==> src/rtl/fb_fizzle_ctrl.sv <==
// Fizzlefade sequencer: waits WAIT_FRAMES frame pulses, then writes one colour to every framebuffer address once, in LFSR order.
// Optional FIZZLE_SKIP_OOR_EN: out-of-range LFSR values are stepped past one per cycle instead of consuming a write slot.
module fb_fizzle_ctrl #(
  parameter int               FB_PIXELS   = 19200,
  parameter int               ADDRW       = 15,
  parameter int               DATAW       = 4,
  parameter logic [ADDRW-1:0] LFSR_TAPS   = 15'b110000000000000,
  parameter logic [ADDRW-1:0] LFSR_SEED   = '1,
  parameter int               WAIT_FRAMES = 120,
  parameter int               RATE        = 2000
) (
  input  logic             clk,
  input  logic             rst,
  input  logic             start,
  input  logic             abort,
  input  logic             frame,
  input  logic [DATAW-1:0] colr,
  output logic             busy,
  output logic             done,
  output logic             fb_we,
  output logic [ADDRW-1:0] fb_addr,
  output logic [DATAW-1:0] fb_colr
);

  localparam int RW = (RATE > 1) ? $clog2(RATE) : 1;
  localparam int FW = (WAIT_FRAMES > 0) ? $clog2(WAIT_FRAMES + 1) : 1;
  localparam logic [RW-1:0]    RATE_LAST   = RW'(RATE - 1);
  localparam logic [FW-1:0]    FRAMES_LAST = FW'(WAIT_FRAMES);
  localparam logic [ADDRW:0]   PIX_LIM     = (ADDRW + 1)'(FB_PIXELS);

  typedef enum logic [1:0] {S_IDLE, S_WAIT, S_FADE, S_ZERO} state_e;

  state_e           state_q;
  logic [ADDRW-1:0] lfsr_q;
  logic [ADDRW-1:0] lfsr_d;
  logic [RW-1:0]    rate_q;
  logic [FW-1:0]    frames_q;
  logic [DATAW-1:0] colr_q;
  logic             busy_q;
  logic             done_q;
  logic             we_q;
  logic [ADDRW-1:0] addr_q;
  logic [DATAW-1:0] wcolr_q;
  logic             slot;
  logic             in_range;
  logic             skip_oor;

  assign lfsr_d   = (lfsr_q >> 1) ^ (lfsr_q[0] ? LFSR_TAPS : '0);
  assign slot     = (rate_q == RATE_LAST);
  assign in_range = ({1'b0, lfsr_q} < PIX_LIM);

`ifdef FIZZLE_SKIP_OOR_EN
  assign skip_oor = !in_range;
`else
  assign skip_oor = 1'b0;
`endif

  always_ff @(posedge clk) begin
    if (rst) begin
      state_q  <= S_IDLE;
      lfsr_q   <= LFSR_SEED;
      rate_q   <= '0;
      frames_q <= '0;
      colr_q   <= '0;
      busy_q   <= 1'b0;
      done_q   <= 1'b0;
      we_q     <= 1'b0;
      addr_q   <= '0;
      wcolr_q  <= '0;
    end else begin
      we_q   <= 1'b0;
      done_q <= 1'b0;
      if (abort) begin
        state_q <= S_IDLE;
        busy_q  <= 1'b0;
      end else begin
        case (state_q)
          S_IDLE: begin
            // busy is held one extra cycle after done so it falls after the pulse
            busy_q <= 1'b0;
            if (start) begin
              colr_q   <= colr;
              frames_q <= '0;
              rate_q   <= '0;
              lfsr_q   <= LFSR_SEED;
              busy_q   <= 1'b1;
              state_q  <= (WAIT_FRAMES == 0) ? S_FADE : S_WAIT;
            end
          end
          S_WAIT: begin
            if (frame) begin
              if (frames_q != FRAMES_LAST) frames_q <= frames_q + FW'(1);
              if (frames_q == FRAMES_LAST - FW'(1)) state_q <= S_FADE;
            end
          end
          S_FADE: begin
            if (skip_oor) begin
              // rate counter keeps running up to the slot so in-range writes stay RATE apart
              lfsr_q <= lfsr_d;
              if (!slot) rate_q <= rate_q + RW'(1);
              if (lfsr_d == LFSR_SEED) begin
                rate_q  <= '0;
                state_q <= S_ZERO;
              end
            end else if (slot) begin
              if (in_range) begin
                we_q    <= 1'b1;
                addr_q  <= lfsr_q;
                wcolr_q <= colr_q;
              end
              lfsr_q <= lfsr_d;
              rate_q <= '0;
              if (lfsr_d == LFSR_SEED) state_q <= S_ZERO;
            end else begin
              rate_q <= rate_q + RW'(1);
            end
          end
          S_ZERO: begin
            if (slot) begin
              we_q    <= 1'b1;
              addr_q  <= '0;
              wcolr_q <= colr_q;
              done_q  <= 1'b1;
              rate_q  <= '0;
              state_q <= S_IDLE;
            end else begin
              rate_q <= rate_q + RW'(1);
            end
          end
          default: state_q <= S_IDLE;
        endcase
      end
    end
  end

  assign busy    = busy_q;
  assign done    = done_q;
  assign fb_we   = we_q;
  assign fb_addr = addr_q;
  assign fb_colr = wcolr_q;

endmodule

==> config.mk <==
export PLATFORM = sky130hd
export DESIGN_NAME = fb_fizzle_ctrl
export DESIGN_NICKNAME = d
export VERILOG_FILES = /design/src/rtl/fb_fizzle_ctrl.sv
export SDC_FILE = /design/constraint.sdc
export NUM_CORES = 1
export LEC_CHECK = 0
export BUFFER_PORTS_ARGS = -buffer_cell sky130_fd_sc_hd__buf_2
export CAP_MARGIN = 10
export CORE_MARGIN = 5
export CORE_UTILIZATION = 62
export DETAILED_ROUTE_END_ITERATION = 10
export GPL_ROUTABILITY_DRIVEN = 0
export PLACE_DENSITY_LB_ADDON = 0.3
export SYNTH_ARGS = -nofsm -noshare
export SYNTH_HDL_FRONTEND = slang
export SYNTH_SLANG_ARGS = --single-unit
export TNS_END_PERCENT = 30
==> constraint.sdc <==
create_clock -name clk -period 5.17 [get_ports clk]
set_input_delay 0 -clock clk [delete_from_list [all_inputs] [get_ports clk]]
set_output_delay 0 -clock clk [all_outputs]
set_load 0.05 [all_outputs]
==> flow_summary.yaml, run 1 <==
drt:
  dr.first_iter.drc_count: 149
  drc: 0
  post_drt_wl_per_cell_um: 14.3
  viasPerCell: 5.64
  drt_first_pass_iters: 4
  drt-total-wl_mm: 5.68
  num_vias: 2235
  ant_nets: 0
logic_synthesis:
  syn_area_sq_mm: 0.00280
  synthDistinctLibCells: 40
  syn-num-nets: 326
  ys_warn_count: 0
  seq_area_frac_synth_pct: 43.6
  syn_inst: 309
  syn_avg_cell_area_sq_um: 9.05
  ys_ff_latch: 61
floorplanning:
  row_count: 24
  core_sq_mm: 0.00435
  die_h_um: 77.2
  ios: 31
  start_util_pct: 64.3
  die-area_sq_mm: 0.00596
  chipWidth_um: 77.2
cts:
  root_buffer: "clkbuf_8"
  postCtsSetupBuffers: 0
  insertion_delay_ns: 0.34
  cts_resized: 0
  clk_pin_slew_ns: 0.07
  cts_tree: "built"
  cts_max_path_buffers: 2
  numCtsBuffers: 9
  htreeDepth: 3
  cts_hold_buf: 6
  clock-sinks: 61
flow_run:
  cap_violations: 0
worst_setup_path:
  reg2reg_from: "state_q[0]"
  startpoint_type: "register"
  cp-startpoint: "state_q[0]"
  end_kind: "register"
  crit_arrival_ns: 2.85
  cp.required_ns: 5.43
  cp_max_fo: 24
  critPathKind: "reg -> reg"
pwr:
  cellLeakagePower_uw: 0.00141
  peakVddDrop_v: 0.000221
  p_total_uw: 997
  powerDensity_mw_per_mm2: 311
finish:
  synthToLayoutAreaGrowth_pct: 14.4
  layout.nets: 357
  final_common_cell: "dfxtp_1"
  n_antenna_cell: 0
  layout_common_cells: "dfxtp_1 (61), nor2_1 (39), nand2_1 (36)"
  drive_gt1_share_pct: 14.8
  stdcell_area_sq_mm: 0.00320
global_routing:
  first_global_vias: 2198
  grt_overflow: 0
  antenna_found_initial: 0
  grtUsageTotal_pct: 20.9
  grt_start_max_net_pins: 44
  grt_pass1_wl_mm: 10.2
timing:
  layout_worst_path_cycle_share_pct: 50.2
  period_minus_slack_ns: 2.59
  slew_headroom_pct: 44.9
  hold_viol: 0
  worstMarginPinSlew_ns: 0.827
  fin_skew_ns: 0.00794
  rsz0062_at_grt: "no"
  maxSlewViolCount: 0
  max_freq_ghz: 0.386
  report.final.setup_viol: 0
  fin_tns_setup_ns: 0
status:
  outcome: "finished, final reports clean"
worst_hold_path:
  hp-class: "in -> reg"
  min_from: "abort"
placement:
  post-dp-hpwl_mm: 3.79
  io_buffer_count: 30
  post_dp_cell_area_sq_mm: 0.00292
==> metal layers <==
layer | routed length [um] | part of all wire, % | vias up | track usage, %
met5 | 0 | 0 | - | 0
met4 | 98 | 1.7 | 0 | 8.42
met3 | 345 | 6.1 | 11 | 6.67
met2 | 2530 | 44 | 74 | 32.3
met1 | 2710 | 48 | 1010 | 26.9
li1 | - | - | 1140 | -
==> cell type report <==
type,instances,area [sq um]
flip-flops and latches,61,1220
clock buffers,10,138
clock inverters,5,75.1
well taps,52,65.1
repair buffers,37,221
multi-input cells,225,1460
inverters,6,22.5
fillers,323,1150
==> per-stage QoR <==
stage	instances	util [%]	setup slack [ns]	hold slack, ns
after floorplan	309	-	3.07	0.144
after detailed placement	374	67.0	2.30	0.240
after global placement	374	67.0	2.39	0.239
after global routing	396	73.5	2.29	0.201
final	396	73.5	2.58	0.174
after CTS	395	73.3	2.27	0.148
==> kinds of logic after synthesis <==
| family | count (synthesis) | synth area share, % |
|---|---|---|
| compound gates | 52 | 13.4 |
| xor+xnor | 16 | 5.01 |
| fa+ha+maj | 8 | 3.58 |
| buf+inv | 23 | 4.20 |
| flops | 61 | 43.6 |
| mux | 7 | 2.50 |
| simple gates | 142 | 27.7 |
==> worst paths after layout <==
path,end,slack (ns),cells after the start
setup / recovery,fb_addr[11],2.58,6
hold / removal,fb_we,0.17,4
setup reg to reg,fb_addr[11],2.58,6
hold reg to reg,fb_addr[13],0.45,2
==> power breakdown <==
group          total [uW]  leakage, uW  switching (uW)  internal, uW
clock network         458     0.000112             179           279
logic                60.5     0.000808            36.9          23.6
registers             478     0.000493            3.80           475
total                 997      0.00141             220           777
==> state kept, by name, indices dropped and copies added (netlist names) <==
signal and count:
frames_q 7, colr_q 4, fb_addr 15, busy 1
state_q 2, fb_we 1, lfsr_q 15, fb_colr 4
done 1, rate_q 11
==> critical path, stage by stage, from the launching register on <==
cell and delay (ns):
dfxtp_1 0.34, inv_1 0.11, ha_1 0.69, o21bai_1 0.24, a311oi_4 0.79, nand3b_1 0.16, a21oi_1 0.18
==> cells in the mapped netlist <==
master / number / area, sq um
a2111oi_4: 1 / 27.5
a211o_1: 1 / 8.76
a21o_1: 3 / 22.5
a21oi_1: 23 / 115
a2bb2oi_1: 1 / 8.76
a311o_1: 1 / 10.0
a311oi_4: 1 / 26.3
and2_1: 1 / 6.26
and3_1: 3 / 18.8
and3b_1: 14 / 123
and4_1: 1 / 8.76
buf_2: 1 / 5.00
buf_6: 4 / 45.0
clkbuf_1: 12 / 45.0
dfxtp_1: 61 / 1220
ha_1: 8 / 100
inv_1: 6 / 22.5
mux2i_1: 7 / 70.1
nand2_1: 36 / 135
nand3_1: 4 / 20.0
nand3b_1: 17 / 128
nand4_1: 13 / 81.3
nand4_2: 1 / 12.5
nand4b_1: 1 / 8.76
nand4bb_1: 1 / 11.3
nor2_1: 39 / 146
nor2b_1: 1 / 6.26
nor3_1: 3 / 15.0
nor3_2: 1 / 10.0
nor4_1: 3 / 18.8
o21a_1: 1 / 7.51
o21ai_0: 2 / 10.0
o21bai_1: 16 / 120
o31a_1: 1 / 8.76
o32ai_1: 1 / 8.76
or3_1: 1 / 6.26
or3_4: 1 / 11.3
or4_1: 1 / 7.51
xnor2_1: 3 / 26.3
xor2_1: 13 / 114
Power figures use the tool's default switching activity.
==> inputs of run 2 (changes only) <==
--- a/config.mk
+++ b/config.mk
@@ -8,7 +8,7 @@
 export BUFFER_PORTS_ARGS = -buffer_cell sky130_fd_sc_hd__buf_2
 export CAP_MARGIN = 10
 export CORE_MARGIN = 5
-export CORE_UTILIZATION = 62
+export CORE_UTILIZATION = 52
 export DETAILED_ROUTE_END_ITERATION = 10
 export GPL_ROUTABILITY_DRIVEN = 0
 export PLACE_DENSITY_LB_ADDON = 0.3
==> constraint.sdc (replaced) <==
create_clock -name clk -period 2.35 [get_ports clk]
set_input_delay 0 -clock clk [delete_from_list [all_inputs] [get_ports clk]]
set_output_delay 0 -clock clk [all_outputs]
set_load 0.05 [all_outputs]
==> flow_summary.yaml, run 2 (synthesis gave the netlist of run 1 again) <==
worst_setup_path:
  timing.reg2reg.setup_slack_ns: 0.16
  startpoint_type: "register"
  cp.required_ns: 2.56
  critPathKind: "reg -> reg"
  cp_max_fo: 10
  cp_cell_sequence: "inv_1, ha_1, nor2b_1, nor3_1, a21o_1, nor2_1"
  cp_slowest_cell: "nor3_1"
  cpPeakStageDelay_ns: 0.65
  crit_arrival_ns: 2.39
  r2r_cells: 6
  end_kind: "register"
timing:
  hold_viol: 0
  timing.hold.ws_ns: 0.0680
  worstMarginPinSlew_ns: 0.810
  fin_skew_ns: 0.00939
  rsz0062_at_grt: "no"
  report.final.setup_viol: 0
  period_minus_slack_ns: 2.19
  maxSlewViolCount: 0
  layout_worst_path_cycle_share_pct: 93.0
  slew_headroom_pct: 45.6
  max_freq_ghz: 0.458
  fin_tns_setup_ns: 0
  layout_setup_ws_ns: 0.165
drt:
  num_vias: 2254
  wl_met1_mm: 2.90
  dr.first_iter.drc_count: 151
  ant_nets: 0
  highest_layer: "met4"
  post_drt_wl_per_cell_um: 13.3
  drt_first_pass_iters: 4
  drc: 0
  viasPerCell: 5.33
  drt-total-wl_mm: 5.62
  dr_wl_met3_um: 218
  wl_met2_mm: 2.40
worst_hold_path:
  worstHoldPathCells: 2
  hp-class: "in -> reg"
placement:
  io_buffer_count: 30
  post-dp-hpwl_mm: 3.90
  dp_cells: 401
  dp_slack_ns: 0.203
finish:
  fillCellCount: 426
  drive_gt1_share_pct: 17.0
  final_common_cell: "dfxtp_1"
  layout.nets: 365
  n_antenna_cell: 0
  final_cells: 423
  layout_common_cells: "dfxtp_1 (61), nor2_1 (39), nand2_1 (36)"
  synthToLayoutAreaGrowth_pct: 17.9
floorplanning:
  start_util_pct: 54.1
  die-area_sq_mm: 0.00695
  ios: 31
  die_h_um: 83.4
  core_sq_mm: 0.00517
  row_count: 26
  chipWidth_um: 83.4
flow_run:
  cap_violations: 0
cts:
  numCtsBuffers: 9
  clock-sinks: 61
  cts_max_path_buffers: 2
  clk_pin_slew_ns: 0.07
  postCtsSetupBuffers: 0
  cts_tree: "built"
  htreeDepth: 3
  root_buffer: "clkbuf_8"
  insertion_delay_ns: 0.33
status:
  outcome: "finished, final reports clean"
global_routing:
  antenna_found_initial: 0
  grt_pass1_wl_mm: 9.91
  first_global_vias: 2107
  grtUsageTotal_pct: 17.2
  grt_start_max_net_pins: 31
  grt_overflow: 0
pwr:
  peakVddDrop_v: 0.000323
  cellLeakagePower_uw: 0.00145
  powerDensity_mw_per_mm2: 656
  p_total_uw: 2160
==> run 2: changes by cell type in the layout (fill, tap and decap cells not counted), sizes merged <==
cell	change
bufinv	-1
clkinv	-2
clkbuf	+3
clkinvlp	+1
buf	+8
==> run 2: final timing paths <==
path	to	start
setup reg to reg	rate_q[9]	state_q[0]
setup / recovery	rate_q[9]	state_q[0]
hold / removal	rate_q[1]	rst
hold reg to reg	fb_addr[5]	fb_addr[5]
==> run 2: final cells by class <==
cell class	count	area (sq um)	share of cell area, %
clock buffer	13	169	5.12
clock inverter	3	42.5	1.29
inverter	6	22.5	0.683
multi-input combinational	225	1470	44.4
sequential	61	1220	37.0
tap	70	87.6	2.66
timing repair buffer	45	290	8.80
==> run 2: power by group <==
| part | leakage, uW | internal (uW) | switching, uW |
|---|---|---|---|
| logic | 0.000851 | 59.7 | 85.0 |
| registers | 0.000493 | 1040 | 8.36 |
| clock network | 0.000106 | 575 | 390 |
==> run 2: metal layers <==
| layer | up-vias | track usage, % |
|---|---|---|
| li1 | 1162 | - |
| met5 | - | 0 |
| met4 | 0 | 8.02 |
| met2 | 37 | 25.8 |
| met3 | 10 | 3.96 |
| met1 | 1045 | 23.4 |
==> run 2: critical path: cells and delay by family, from the launching register on <==
family | cells | cell delay [ns]
AOI/OAI and AO/OA | 1 | 0.40
and+or+nand+nor | 3 | 0.96
buffers and inverters | 1 | 0.10
adders and majority gates | 1 | 0.22
DFF | 1 | 0.38
==> run 2: timing repair <==
item	CTS	global route
endpoints found under the hold margin	5	0
endpoints found under the setup margin	0	3
resized for setup	0	1
hold buffers	6	0
==> run 2: stage by stage <==
| stage | instance area [sq um] | utilization, % |
|---|---|---|
| floorplan | 2800 | - |
| global route | 3300 | 63.8 |
| finish | 3300 | 63.8 |
| global placement | 3020 | 58.4 |
| CTS | 3290 | 63.6 |
| detailed placement | 3020 | 58.4 |
==> inputs of run 3 (changes only) <==
--- a/config.mk
+++ b/config.mk
@@ -8,10 +8,10 @@
 export BUFFER_PORTS_ARGS = -buffer_cell sky130_fd_sc_hd__buf_2
 export CAP_MARGIN = 10
 export CORE_MARGIN = 5
-export CORE_UTILIZATION = 52
+export CORE_UTILIZATION = 40
 export DETAILED_ROUTE_END_ITERATION = 10
 export GPL_ROUTABILITY_DRIVEN = 0
-export PLACE_DENSITY_LB_ADDON = 0.3
+export PLACE_DENSITY = 0.66
 export SYNTH_ARGS = -nofsm -noshare
 export SYNTH_HDL_FRONTEND = slang
 export SYNTH_SLANG_ARGS = --single-unit
==> flow_summary.yaml, run 3 (synthesis gave the netlist of run 1 again) <==
worst_setup_path:
  cp_cell_sequence: "ha_1, nand4bb_1, or3_4, a2111oi_4, buf_12, and3b_1, o21bai_1"
  cpPeakStageDelay_ns: 0.43
  cp_max_fo: 30
  startpoint_type: "register"
  cp.required_ns: 2.58
  cp-startpoint: "rate_q[1]"
  reg2reg_from: "rate_q[1]"
  cp_slowest_cell: "dfxtp_1"
  r2r_cells: 7
  crit_arrival_ns: 2.38
  critPathKind: "reg -> reg"
  end_kind: "register"
drt:
  drt_first_pass_iters: 4
  ant_nets: 0
  drt-total-wl_mm: 5.80
  num_vias: 2254
  drc: 0
  post_drt_wl_per_cell_um: 12.9
  dr.first_iter.drc_count: 80
  viasPerCell: 5.01
timing:
  max_freq_ghz: 0.464
  maxSlewViolCount: 0
  worstMarginPinSlew_ns: 0.732
  layout_worst_path_cycle_share_pct: 91.8
  slew_headroom_pct: 50.8
  fin_tns_setup_ns: 0
  hold_viol: 0
  fin_skew_ns: 0.00579
  period_minus_slack_ns: 2.16
  rsz0062_at_grt: "no"
  report.final.setup_viol: 0
finish:
  layout.nets: 366
  n_antenna_cell: 0
  stdcell_area_sq_mm: 0.00332
  fillCellCount: 639
  layout_common_cells: "dfxtp_1 (61), nor2_1 (39), nand2_1 (36)"
  final_util_pct: 48.9
  final_cells: 450
  synthToLayoutAreaGrowth_pct: 18.8
  final_common_cell: "dfxtp_1"
  drive_gt1_share_pct: 16.9
pwr:
  peakVddDrop_v: 0.000245
  cellLeakagePower_uw: 0.00145
  powerDensity_mw_per_mm2: 633
  p_total_uw: 2100
cts:
  numCtsBuffers: 9
  htreeDepth: 3
  cts_tree: "built"
  cts_resized: 0
  clk_pin_slew_ns: 0.06
  clock-sinks: 61
  cts_max_path_buffers: 2
  root_buffer: "clkbuf_8"
  insertion_delay_ns: 0.34
floorplanning:
  start_util_pct: 41.2
  die-area_sq_mm: 0.00877
  core_sq_mm: 0.00679
  chipWidth_um: 93.6
  ios: 31
  row_count: 30
  die_h_um: 93.6
status:
  outcome: "finished, final reports clean"
flow_run:
  cap_violations: 0
placement:
  dp_cells: 429
  post-dp-hpwl_mm: 4.02
  io_buffer_count: 30
  post_dp_cell_area_sq_mm: 0.00308
global_routing:
  grt_pass1_wl_mm: 9.75
  grtUsageTotal_pct: 14.1
  grt_start_max_net_pins: 31
  grt_overflow: 0
  antenna_found_initial: 0
  first_global_vias: 2077
worst_hold_path:
  worstHoldPathCells: 3
  min_from: "start"
  hp-class: "in -> reg"
## run 3: worst max-delay path: cells and delay by family (launching register included)
kind,cells,cell delay (ns)
simple gates,3,0.70
compound gates,2,0.48
flops,1,0.43
fa+ha+maj,1,0.22
buf+inv,1,0.21
## run 3: area by class of cell
cell class / count / area [sq um] / area share, %
Multi-Input combinational cell: 225 / 1460 / 43.9
Sequential cell: 61 / 1220 / 36.7
Timing Repair Buffer: 46 / 308 / 9.26
Clock buffer: 12 / 145 / 4.37
Tap cell: 96 / 120 / 3.61
Clock inverter: 4 / 47.5 / 1.43
Inverter: 6 / 22.5 / 0.678
## run 3: power breakdown
group	internal (uW)	leakage [uW]	switching (uW)
clock network	515	0.0000964	392
registers	1040	0.000493	6.94
logic	61.3	0.000862	84.8
total	1620	0.00145	484
## run 3: worst paths after layout
| kind | endpoint | slack (ns) |
|---|---|---|
| hold / removal | busy | 0.02 |
| setup / recovery | lfsr_q[8] | 0.19 |
| hold reg to reg | fb_addr[7] | 0.45 |
| setup reg to reg | lfsr_q[8] | 0.19 |
## run 3: timing repair
item / 4_1_cts / 5_1_grt
endpoints found under the hold margin: 5 / 0
setup buffers: 0 / 0
hold buffers: 5 / 0
## run 3: layer usage
metal | wire [um] | share of wire (%) | vias up | track usage, %
met5 | 0 | 0 | - | 0
met4 | 116 | 2.0 | 0 | 7.46
met3 | 284 | 4.9 | 14 | 3.94
met2 | 2600 | 45 | 44 | 21.0
met1 | 2800 | 48 | 1041 | 18.4
li1 | - | - | 1155 | -
## run 3: per-stage QoR
stage          hold slack [ns]  setup WS [ns]
2_1_floorplan            0.144          0.251
3_3_place_gp             0.237          0.177
3_5_place_dp             0.250          0.189
4_1_cts                 0.0127          0.174
5_1_grt                 0.0334         0.0323
6_report                0.0169          0.193
